**src/rtl/sm4_req_arbiter.sv**
```systemverilog
// Two-channel front end for a shared SM4 core: round-robin request arbitration,
// in-order result routing through an owner-tag FIFO, and drain-then-invalidate flush sequencing.
module sm4_req_arbiter #(
    parameter int group_size_p      = 128,
    parameter int max_outstanding_p = 4
) (
    input  logic                                 clk_i,
    input  logic                                 reset_i,
    input  logic                                 r0_v_i,
    input  logic                                 r1_v_i,
    output logic                                 r0_ready_o,
    output logic                                 r1_ready_o,
    input  logic [group_size_p-1:0]              r0_content_i,
    input  logic [group_size_p-1:0]              r1_content_i,
    input  logic [group_size_p-1:0]              r0_key_i,
    input  logic [group_size_p-1:0]              r1_key_i,
    input  logic                                 r0_decode_i,
    input  logic                                 r1_decode_i,
    output logic                                 r0_v_o,
    output logic                                 r1_v_o,
    output logic [group_size_p-1:0]              r0_crypt_o,
    output logic [group_size_p-1:0]              r1_crypt_o,
    input  logic                                 r0_yumi_i,
    input  logic                                 r1_yumi_i,
    input  logic                                 flush_i,
    output logic                                 flush_done_o,
    output logic                                 eng_v_o,
    input  logic                                 eng_ready_i,
    output logic [group_size_p-1:0]              eng_content_o,
    output logic [group_size_p-1:0]              eng_key_o,
    output logic                                 eng_decode_o,
    input  logic                                 eng_v_i,
    input  logic [group_size_p-1:0]              eng_crypt_i,
    output logic                                 eng_yumi_o,
    output logic                                 eng_invalid_cache_o,
    output logic [$clog2(max_outstanding_p):0]   outstanding_o
);

    localparam int aw_lp = $clog2(max_outstanding_p);
    localparam logic [aw_lp-1:0] ptr_one_lp   = 1;
    localparam logic [aw_lp:0]   cnt_one_lp   = 1;
    localparam logic [aw_lp:0]   cnt_full_lp  = max_outstanding_p;

    typedef enum logic [1:0] {RUN, DRAIN, INVAL} state_e;

    state_e                     state;
    logic                       ptr;
    logic [max_outstanding_p-1:0] tag_mem;
    logic [aw_lp-1:0]           wr_ptr;
    logic [aw_lp-1:0]           rd_ptr;
    logic [aw_lp:0]             count;

    logic full, empty, grant, grant_ok, push, pop, head, ret_v;

    assign full  = (count == cnt_full_lp);
    assign empty = (count == '0);

    // Pointer only breaks ties; a lone requester always wins.
    assign grant    = (r0_v_i & r1_v_i) ? ptr : r1_v_i;
    assign grant_ok = reset_i & (state == RUN) & ~full;
    assign eng_v_o  = grant_ok & (grant ? r1_v_i : r0_v_i);
    assign push     = eng_v_o & eng_ready_i;

    assign r0_ready_o = push & ~grant;
    assign r1_ready_o = push & grant;

    assign eng_content_o = !reset_i ? '0 : (grant ? r1_content_i : r0_content_i);
    assign eng_key_o     = !reset_i ? '0 : (grant ? r1_key_i : r0_key_i);
    assign eng_decode_o  = reset_i & (grant ? r1_decode_i : r0_decode_i);

    // The core is in-order, so the FIFO head always names the owner of the result on eng_crypt_i.
    assign head       = tag_mem[rd_ptr];
    assign ret_v      = reset_i & eng_v_i & ~empty;
    assign r0_v_o     = ret_v & ~head;
    assign r1_v_o     = ret_v & head;
    assign r0_crypt_o = (reset_i & ~empty & ~head) ? eng_crypt_i : '0;
    assign r1_crypt_o = (reset_i & ~empty & head) ? eng_crypt_i : '0;
    assign eng_yumi_o = head ? (r1_yumi_i & r1_v_o) : (r0_yumi_i & r0_v_o);
    assign pop        = eng_yumi_o;

    assign eng_invalid_cache_o = (state == INVAL);
    assign flush_done_o        = (state == INVAL);
    assign outstanding_o       = count;

    always_ff @(posedge clk_i or negedge reset_i) begin
        if (!reset_i) begin
            ptr     <= 1'b0;
            tag_mem <= '0;
            wr_ptr  <= '0;
            rd_ptr  <= '0;
            count   <= '0;
        end else begin
            if (push) begin
                tag_mem[wr_ptr] <= grant;
                wr_ptr          <= wr_ptr + ptr_one_lp;
                ptr             <= ~grant;
            end
            if (pop) begin
                rd_ptr <= rd_ptr + ptr_one_lp;
            end
            case ({push, pop})
                2'b10:   count <= count + cnt_one_lp;
                2'b01:   count <= count - cnt_one_lp;
                default: count <= count;
            endcase
        end
    end

    // Dropping flush_i while draining abandons the flush without an invalidate pulse.
    always_ff @(posedge clk_i or negedge reset_i) begin
        if (!reset_i) begin
            state <= RUN;
        end else begin
            case (state)
                RUN:     if (flush_i) state <= DRAIN;
                DRAIN: begin
                    if (!flush_i)                 state <= RUN;
                    else if (empty && !push)      state <= INVAL;
                end
                INVAL:   state <= RUN;
                default: state <= RUN;
            endcase
        end
    end

endmodule

```
**config.mk**
```make
export PLATFORM = sky130hd
export DESIGN_NAME = sm4_req_arbiter
export DESIGN_NICKNAME = d
export VERILOG_FILES = /design/src/rtl/sm4_req_arbiter.sv
export SDC_FILE = /design/constraint.sdc
export NUM_CORES = 1
export LEC_CHECK = 0
export BUFFER_PORTS_ARGS = -buffer_cell sky130_fd_sc_hd__buf_2
export CAP_MARGIN = 30
export CORE_AREA = 5 5 452 454
export CTS_CLUSTER_SIZE = 16
export DETAILED_ROUTE_END_ITERATION = 10
export DIE_AREA = 0 0 457 459
export HOLD_SLACK_MARGIN = 0.02
export SLEW_MARGIN = 20
export SYNTH_ARGS = -nofsm -noshare
export SYNTH_HDL_FRONTEND = slang
export SYNTH_SLANG_ARGS = --single-unit
export TNS_END_PERCENT = 30
```
**constraint.sdc**
```tcl
create_clock -name clk_i -period 2.7 [get_ports clk_i]
set_input_delay 0.135 -clock clk_i [delete_from_list [all_inputs] [get_ports clk_i]]
set_output_delay 0.135 -clock clk_i [all_outputs]
set_load 0.005 [all_outputs]
```
==> metrics.cfg, run 1 <==
[drt]
drt_wl_total_um = 167400
avgRoutedWirePerCell_um = 32.32
drc = 0
firstDrtPassIters = 5
antenna_left = 0
drt_iter0_drc = 1121
vias_per_cell = 2.877
vias = 14905

[global_routing]
overflow = 0
antenna_found_initial = 257
grt.total_usage_pct = 15.01
grt_pass1_wl_um = 194400
grt_pass1_vias = 13541
grt_max_degree = 130

[floorplanning]
fp.dieH_um = 459
dieArea_um2 = 209800
coreArea_um2 = 199200
die_w_um = 457
initial_core_util_pct = 3.314
io_pins = 1175
row_count = 164

[clocking]
clk_pin_slew_ns = 0.05
cts_tree = done
cts_setup_buffers = 0
numClockSinks = 14
clk_path_buf_depth = 2
insertion_delay_ns = 0.25
ctsHtreeMaxLevel = 1
cts_root_buffer = clkbuf_16
cts_buffers = 3

[yosys]
synth_top_family_by_area = simple AND/OR/NAND/NOR gates
synth.distinct_cells = 28
synthArstFlopShare_pct = 100.0
synth_fp_nets = 2018
synth_compound_area_share_pct = 29.94
synth_area_um2 = 6603
synth-xor-area-share_pct = 0.6633
synth_edf_count = 0
synthSimpleGateAreaFrac_pct = 53.17
syn_inst = 1361
synth_top_flop_cell = dfrtp_1
synth.ff_latch_count = 14
syn_area_per_cell_um2 = 4.851
synth-adder-area-share_pct = 1.251
yosys_warnings = 0
ys_seq_area_share_pct = 5.306
yosys-mux-area-fraction_pct = 1.781

[power]
power.density_nw_per_um2 = 510.4
ir_drop_mv = 0.8861
cellLeakagePower_nw = 8.492
fin_total_pwr_mw = 8.283

[min_path]
hold_class = input port to flip-flop

[layout]
layout_common_cells = 1,170 x buf_2, 651 x nand2_1, 265 x nor2_1
drive_gt1_share_pct = 50.36
final_common_cell = buf_2
area_growth_pct = 145.8
nets = 3126
fill_cells = 23830
final_core_util_pct = 8.144

[critical_path]
timing.rr.start = rd_ptr[1]$_DFFE_PN0N_
endpoint = eng_key_o[12]
cp.required_ns = 2.57
reg2regPathDepth = 10
r2r-end = outstanding_o[2]$_DFFE_PN0P_
crit_start = reset_i
endpoint_kind = output port
critPathLaunchType = input port
rrSetupSlack_ns = 0.29
worstPathArrival_ns = 2.41
crit_path_max_fanout = 99
crit_type = input port to output port

[sta]
holdWs_ns = 0.1618
setup_viol = 0
maxSlewViolCount = 0
fmax_mhz = 392.8
fin_ws_ns = 0.1544
fin_crit_sh_pct = 94.28
hold_viol = 0
layout_min_cycle_time_ns = 2.546
setup_tns_ns = 0
skew_ns = 0.005000
rsz0062_at_grt = no
tightest_slew_ns = 0.7413
relSlewSlack_pct = 50.58

[place]
place_congestion = 0.8972
pre_cts_ws_ns = 0.3307
port_buffers = 1174
place.detailed.hpwl_um = 156300

[job]
maxCapViolCount = 0

[run_status]
status = complete, no violations

[synthesized netlist by cell type, drive strengths merged, types with 3 or more instances]
cell type,number,area (µm²)
buf,6,32.53
mux2i,5,50.05
dfrtp,14,350.3
clkbuf,123,461.7
inv,7,26.28
ha,5,62.56
a21boi,257,1929
nor2,265,994.7
mux2,6,67.56
xor2,3,26.28
a21oi,3,15.01
nand2,651,2444
[per-layer routing]
layer	vias up	global-route usage, %	part of all wire [%]	wire, µm
met5	-	0	0.60	998
met4	144	1.897	2.8	4767
met3	468	8.968	14	24230
met2	1294	27.19	48	80600
met1	6460	15.19	34	56830
li1	6539	-	-	-
[cell families (layout without fill, tap and decap cells)]
kind of cell	count (synthesis)	in the layout
AOI/OAI and AO/OA	265	265
xor gates and xnor gates	5	5
adders and majority gates	6	6
buffers and inverters	136	1243
DFF	14	14
muxes	11	11
other	0	56
and+or+nand+nor	924	924
[final cells by class]
type	instances	area (µm²)	share of cell area, %
multi-input combinational	1211	5779	35.62
timing repair buffer	1232	6519	40.17
inverter	7	26.28	0.1619
sequential	14	350.3	2.159
tap	2656	3323	20.48
clock buffer	4	88.84	0.5475
antenna	56	140.1	0.8636
[registers in the layout, summed over array words and instances, names as in the netlist]
| register | flops |
|---|---|
| wr_ptr | 2 |
| ptr | 1 |
| state | 2 |
| tag_mem | 4 |
| outstanding_o | 3 |
| rd_ptr | 2 |
[worst min-delay path by stage]
stage | startpoint | end | slack [ns] | cells after the start
floorplan | reset_i | outstanding_o[0]$_DFFE_PN0P_ | -0.16 | 0
global placement | reset_i | state[0]$_DFFE_PN0P_ | -0.01 | 1
detailed placement | reset_i | state[1]$_DFFE_PN0P_ | -0.01 | 1
CTS | flush_i | state[1]$_DFFE_PN0P_ | 0.16 | 3
global route | flush_i | state[0]$_DFFE_PN0P_ | 0.19 | 3
finish | flush_i | state[1]$_DFFE_PN0P_ | 0.16 | 3
[worst max-delay path, stage by stage]
cell	delay (ns)
dlygate4sd3_1	0.56
buf_8	0.19
buf_12	0.21
buf_12	0.27
buf_4	0.28
a21boi_0	0.20
buf_2	0.28
[stage by stage]
step           instances  area, µm²
2_1_floorplan       1361       6603
3_3_place_gp        5119      15990
3_5_place_dp        5119      15990
4_1_cts             5124      16090
5_1_grt             5150      16150
6_report            5180      16230
[power by group]
group,total [mW],internal (mW),switching [mW]
Combinational,7.56,2.40,5.16
Clock,0.314,0.225,0.0894
Sequential,0.410,0.304,0.106
Total,8.28,2.93,5.36
[repair_timing]
| action | in CTS | in global routing |
|---|---|---|
| endpoints found under the setup margin | 0 | 0 |
| hold buffers | 1 | 0 |
| hold endpoints to repair | 4 | 0 |
| resized for setup | 0 | 0 |
No activity file was read; power rests on OpenSTA's default activity.
==> run 2, diff against run 1 <==
--- a/config.mk
+++ b/config.mk
@@ -8,6 +8,7 @@
 export BUFFER_PORTS_ARGS = -buffer_cell sky130_fd_sc_hd__buf_2
 export CAP_MARGIN = 30
 export CORE_AREA = 5 5 452 454
+export CTS_BUF_LIST = sky130_fd_sc_hd__clkbuf_4 sky130_fd_sc_hd__clkbuf_8
 export CTS_CLUSTER_SIZE = 16
 export DETAILED_ROUTE_END_ITERATION = 10
 export DIE_AREA = 0 0 457 459
==> metrics.cfg, run 2 (same netlist as run 1, synthesis figures left out) <==
[critical_path]
slowest_stage = dlygate4sd3_1
crit_start = reset_i
crit_chain = dlygate4sd3_1, buf_8, buf_12, buf_12, buf_4, a21boi_0, buf_2
critPathLaunchType = input port
cp.required_ns = 2.57
reg2regPathDepth = 10
crit_path_max_fanout = 99
rrSetupSlack_ns = 0.29
max_stage_delay_ns = 0.56
path_delay_family = buffers and inverters
r2r-end = outstanding_o[2]$_DFFE_PN0P_
endpoint = eng_key_o[12]
worstPathArrival_ns = 2.42
critPathBufInv = 6
cpMostUsedCell = buf_12
timing.rr.start = rd_ptr[1]$_DFFE_PN0N_
endpoint_kind = output port
path_depth = 7
crit_type = input port to output port

[clocking]
clk_path_buf_depth = 2
cts_hold_buf = 1
clk_pin_slew_ns = 0.06
ctsHtreeMaxLevel = 1
cts_root_buffer = clkbuf_8
cts_tree = done
cts_buffers = 3
cts_resized = 0
cts_setup_buffers = 0
numClockSinks = 14
insertion_delay_ns = 0.25

[power]
ir_drop_mv = 0.6935
cellLeakagePower_nw = 8.476
power.density_nw_per_um2 = 502.3

[drt]
avgRoutedWirePerCell_um = 32.26
vias = 14844
drt_iter0_drc = 1087
firstDrtPassIters = 5
vias_per_cell = 2.861
drt_wl_total_um = 167300
antenna_left = 0
drc = 0

[place]
place_congestion = 0.8972
place_area_um2 = 15990
place.detailed.hpwl_um = 156300
port_buffers = 1174

[min_path]
hold_class = input port to flip-flop
hold_start = flush_i

[global_routing]
grt_pass1_vias = 13541
grt_pass1_wl_um = 194400
grt_max_degree = 130
overflow = 0
grt.total_usage_pct = 15.01
antenna_found_initial = 257

[layout]
drive_gt1_share_pct = 50.36
area_growth_pct = 145.6
layout_common_cells = 1,170 x buf_2, 651 x nand2_1, 265 x nor2_1
largest_reg_flops = 4
nets = 3126
final_common_cell = buf_2
top_register = tag_mem
final_cell_area_um2 = 16210

[floorplanning]
io_pins = 1175
fp.dieH_um = 459
dieArea_um2 = 209800
initial_core_util_pct = 3.314
coreArea_um2 = 199200
row_count = 164
die_w_um = 457

[sta]
skew_ns = 0.008685
tightest_slew_ns = 0.7515
fin_crit_sh_pct = 94.49
setup_viol = 0
hold_viol = 0
setup_tns_ns = 0
fmax_mhz = 392.0
layout_min_cycle_time_ns = 2.551
rsz0062_at_grt = no
relSlewSlack_pct = 49.90
maxSlewViolCount = 0

[job]
maxCapViolCount = 0

[run_status]
status = complete, no violations

run 2: cell types whose count changed in the layout (fill, tap and decap cells not counted):
cell | previous run | this run
clkbuf_16 | 3 | 0
clkbuf_8 | 1 | 4
diode_2 | 56 | 64
run 2: worst min-delay path by stage:
stage	endpoint	slack, ns	cells past startpoint
floorplan	outstanding_o[0]$_DFFE_PN0P_	-0.16	0
global placement	state[0]$_DFFE_PN0P_	-0.01	1
detailed placement	state[1]$_DFFE_PN0P_	-0.01	1
CTS	state[1]$_DFFE_PN0P_	0.15	3
global route	state[0]$_DFFE_PN0P_	0.18	3
finish	state[1]$_DFFE_PN0P_	0.16	3
run 2: cell type report:
type | instances | area, µm²
inverters | 7 | 26.28
diodes | 64 | 160.2
clock buffers | 4 | 55.05
fillers | 23841 | 183000
multi-input cells | 1211 | 5779
flip-flops and latches | 14 | 350.3
well taps | 2656 | 3323
repair buffers | 1232 | 6519
run 2: worst reg2reg max path, stage by stage (launching register included):
cell	delay, ns
dfrtp_1	0.42
mux2i_1	0.32
mux2_8	0.23
nand2_1	0.05
a21oi_1	0.21
ha_1	0.22
inv_1	0.06
fa_1	0.37
xor2_1	0.15
nor2_1	0.13
xor2_1	0.16
run 2: metrics by stage:
stage / total power [mW] / setup slack, ns / utilization [%] / hold slack [ns] / std cells
global route: 8.970 / 0.02515 / 8.091 / 0.1836 / 5151
finish: 8.144 / 0.1487 / 8.137 / 0.1562 / 5188
global placement: 8.281 / 0.2357 / 8.024 / -0.01223 / 5119
CTS: 8.541 / 0.1237 / 8.057 / 0.1521 / 5124
detailed placement: 8.315 / 0.3307 / 8.024 / -0.01145 / 5119
floorplan: 3.369 / 0.1674 / - / -0.1606 / 1361
run 2: power breakdown:
group | internal, mW | switching [mW] | total (mW)
Combinational | 2.40 | 5.13 | 7.52
Sequential | 0.303 | 0.104 | 0.408
Clock | 0.129 | 0.0834 | 0.213
run 2: routing by layer:
metal	GRT usage, %	wire length (µm)
met1	15.12	56040
met2	27.15	81100
met3	9.087	24880
met4	1.950	4353
met5	0	982
==> run 3, diff against run 2 <==
--- a/config.mk
+++ b/config.mk
@@ -5,13 +5,15 @@
 export SDC_FILE = /design/constraint.sdc
 export NUM_CORES = 1
 export LEC_CHECK = 0
+export ABC_AREA = 1
 export BUFFER_PORTS_ARGS = -buffer_cell sky130_fd_sc_hd__buf_2
 export CAP_MARGIN = 30
-export CORE_AREA = 5 5 452 454
+export CORE_AREA = 10 10 452 454
 export CTS_BUF_LIST = sky130_fd_sc_hd__clkbuf_4 sky130_fd_sc_hd__clkbuf_8
+export CTS_CLUSTER_DIAMETER = 100
 export CTS_CLUSTER_SIZE = 16
 export DETAILED_ROUTE_END_ITERATION = 10
-export DIE_AREA = 0 0 457 459
+export DIE_AREA = 0 0 462 464
 export HOLD_SLACK_MARGIN = 0.02
 export SLEW_MARGIN = 20
 export SYNTH_ARGS = -nofsm -noshare
==> metrics.cfg, run 3 <==
[run_status]
status = complete, no violations

[drt]
drt_wl_total_um = 202200
drt_iter0_drc = 1194
vias = 15386
antenna_left = 0
drc = 0
avgRoutedWirePerCell_um = 39.08
vias_per_cell = 2.974
firstDrtPassIters = 5

[place]
place_congestion = 1.014
place.detailed.hpwl_um = 191900
place_area_um2 = 15940
port_buffers = 1174

[yosys]
synthArstFlopShare_pct = 100.0
synth.distinct_cells = 25
ys_seq_area_share_pct = 5.606
yosys_warnings = 0
synth.most_common_cell = nor2_1
synth_top_flop_cell = dfrtp_1
synth_area_um2 = 6250
synth_top_area_cell = nor2_1
synth.top_cells.by_count = 776 x nor2_1, 257 x o21ai_0, 148 x inv_1
synth_edf_count = 0
syn_area_per_cell_um2 = 4.490
syn_inst = 1392
synth_top_area_share_pct = 46.61
synth.ff_latch_count = 14
synth_fp_nets = 2049
yosys-top-cells-area = nor2_1 47%, o21ai_0 21%, inv_1 8.9%

[clocking]
cts_buffers = 3
numClockSinks = 14
insertion_delay_ns = 0.26
cts_tree = done
clk_path_buf_depth = 2
cts_root_buffer = clkbuf_8
clk_pin_slew_ns = 0.07
ctsHtreeMaxLevel = 1

[sta]
setup_viol = 0
rsz0062_at_grt = no
tightest_slew_ns = 0.7996
setup_tns_ns = 0
maxSlewViolCount = 0
fin_crit_sh_pct = 94.79
skew_ns = 0.001214
layout_min_cycle_time_ns = 2.559
hold_viol = 0
fmax_mhz = 390.7
relSlewSlack_pct = 46.69

[power]
cellLeakagePower_nw = 8.793
power.density_nw_per_um2 = 522.5
seqPwrFrac_pct = 4.7
fin_total_pwr_mw = 8.530
switching_share_pct = 65.38
ir_drop_mv = 0.4321
p_clk_share_pct = 2.6
combPwrFrac_pct = 92.7
power.switching_mw = 5.577
p_int_mw = 2.953

[critical_path]
path_delay_family = buffers and inverters
slowest_stage = buf_4
cp.required_ns = 2.57
max_stage_delay_ns = 0.54
worstPathArrival_ns = 2.42
critPathLaunchType = flip-flop
crit_type = flip-flop to output port
crit_chain = o21ai_4, buf_4, o21ai_0, nor2_1, buf_2
crit_path_max_fanout = 33
endpoint_kind = output port
critPathBufInv = 2

[floorplanning]
initial_core_util_pct = 3.212
dieArea_um2 = 214400
fp.dieH_um = 464
die_w_um = 462
coreArea_um2 = 194600
row_count = 162
io_pins = 1175

[global_routing]
grt_pass1_vias = 14551
overflow = 0
grt_max_degree = 154
antenna_found_initial = 309
grt_pass1_wl_um = 233600
grt.total_usage_pct = 17.84

[min_path]
hold_class = input port to flip-flop

[layout]
largest_reg_flops = 4
nets = 3166
final_common_cell = buf_2
top_register = tag_mem
drive_gt1_share_pct = 49.64
final_cell_area_um2 = 16330
layout_common_cells = 1,124 x buf_2, 772 x nor2_1, 257 x o21ai_0
area_growth_pct = 161.2

[job]
maxCapViolCount = 0

[run 3: cell types whose count changed after synthesis, moves of 16 or more]
cell / previous run / this run
a21boi_0: 257 / 0
buf_2: 2 / 51
buf_6: 0 / 23
clkbuf_1: 123 / 36
inv_1: 7 / 148
nand2_1: 651 / 35
nand3_1: 0 / 16
nor2_1: 265 / 776
o21ai_0: 1 / 257
[run 3: path summary, 6_finish.rpt]
kind / startpoint / slack (ns) / cells after the start / endpoint
max: ptr$_DFFE_PN0N_ / 0.14 / 5 / eng_key_o[64]
min: flush_i / 0.15 / 3 / state[1]$_DFFE_PN0P_
max reg2reg: rd_ptr[0]$_DFFE_PN0N_ / 0.25 / 13 / outstanding_o[2]$_DFFE_PN0P_
min reg2reg: tag_mem[2]$_DFFE_PN0P_ / 0.51 / 2 / tag_mem[2]$_DFFE_PN0P_
max in group asynchronous: reset_i / 1.89 / 3 / rd_ptr[0]$_DFFE_PN0N_
min in group asynchronous: reset_i / 0.25 / 3 / tag_mem[1]$_DFFE_PN0P_
[run 3: cells by family after synthesis]
family / count (synthesis) / share of synthesized area, %
xor+xnor: 4 / 0.5607
compound gates: 263 / 21.28
fa+ha+maj: 6 / 1.321
buf+inv: 269 / 20.32
simple gates: 836 / 50.91
flops: 14 / 5.606
[run 3: worst reg2reg max path, cell delays in order (launching register included)]
cell     delay [ns]
dfrtp_1        0.45
inv_2          0.12
nand2_1        0.05
nand3_1        0.07
nand2_1        0.18
nand2_1        0.17
nand2_1        0.12
inv_1          0.09
ha_1           0.15
inv_1          0.08
fa_1           0.40
a21oi_1        0.16
o21ai_0        0.11
xor2_1         0.16
[run 3: per-layer routing]
layer | global-route usage [%] | vias up | routed length, µm
li1 | - | 6611 | -
met1 | 17.04 | 6643 | 64440
met2 | 30.21 | 1341 | 92900
met3 | 12.21 | 565 | 33190
met4 | 6.417 | 226 | 10190
met5 | 0 | - | 1484
[run 3: power groups by stage]
| stage | Sequential [mW] | Combinational, mW | Clock (mW) |
|---|---|---|---|
| finish | 0.399 | 7.91 | 0.220 |
| global route | 0.412 | 8.53 | 0.227 |
| global placement | 0.401 | 8.22 | 0 |
| detailed placement | 0.400 | 8.20 | 0 |
| CTS | 0.397 | 8.24 | 0.222 |
| floorplan | 0.374 | 2.79 | 0 |
[run 3: cell type report]
cell class                      instances  area [µm²]
Inverter                              152       578.1
Antenna cell                          124       310.3
Multi-Input combinational cell       1109        4671
Timing Repair Buffer                 1229        7182
Sequential cell                        14       350.3
Fill cell                           23458      178300
Tap cell                             2542        3181
Clock buffer                            4       55.05
[run 3: through the flow]
step / instances / utilization [%] / worst slack [ns] / hold slack [ns]
floorplan: 1392 / - / 0.6451 / -0.1606
global placement: 5042 / 8.172 / -0.1533 / 0.2694
detailed placement: 5045 / 8.190 / 0.02631 / 0.2656
CTS: 5050 / 8.231 / 0.008440 / 0.1392
global route: 5123 / 8.325 / 0.02463 / 0.1529
finish: 5174 / 8.391 / 0.1407 / 0.1464
[run 3: what timing repair did]
action | 4_1_cts | 5_1_grt
buffers inserted | 0 | 0
hold endpoints to repair | 3 | 0
hold buffers | 1 | 0
endpoints found under the setup margin | 4 | 0
resized for setup | 4 | 0
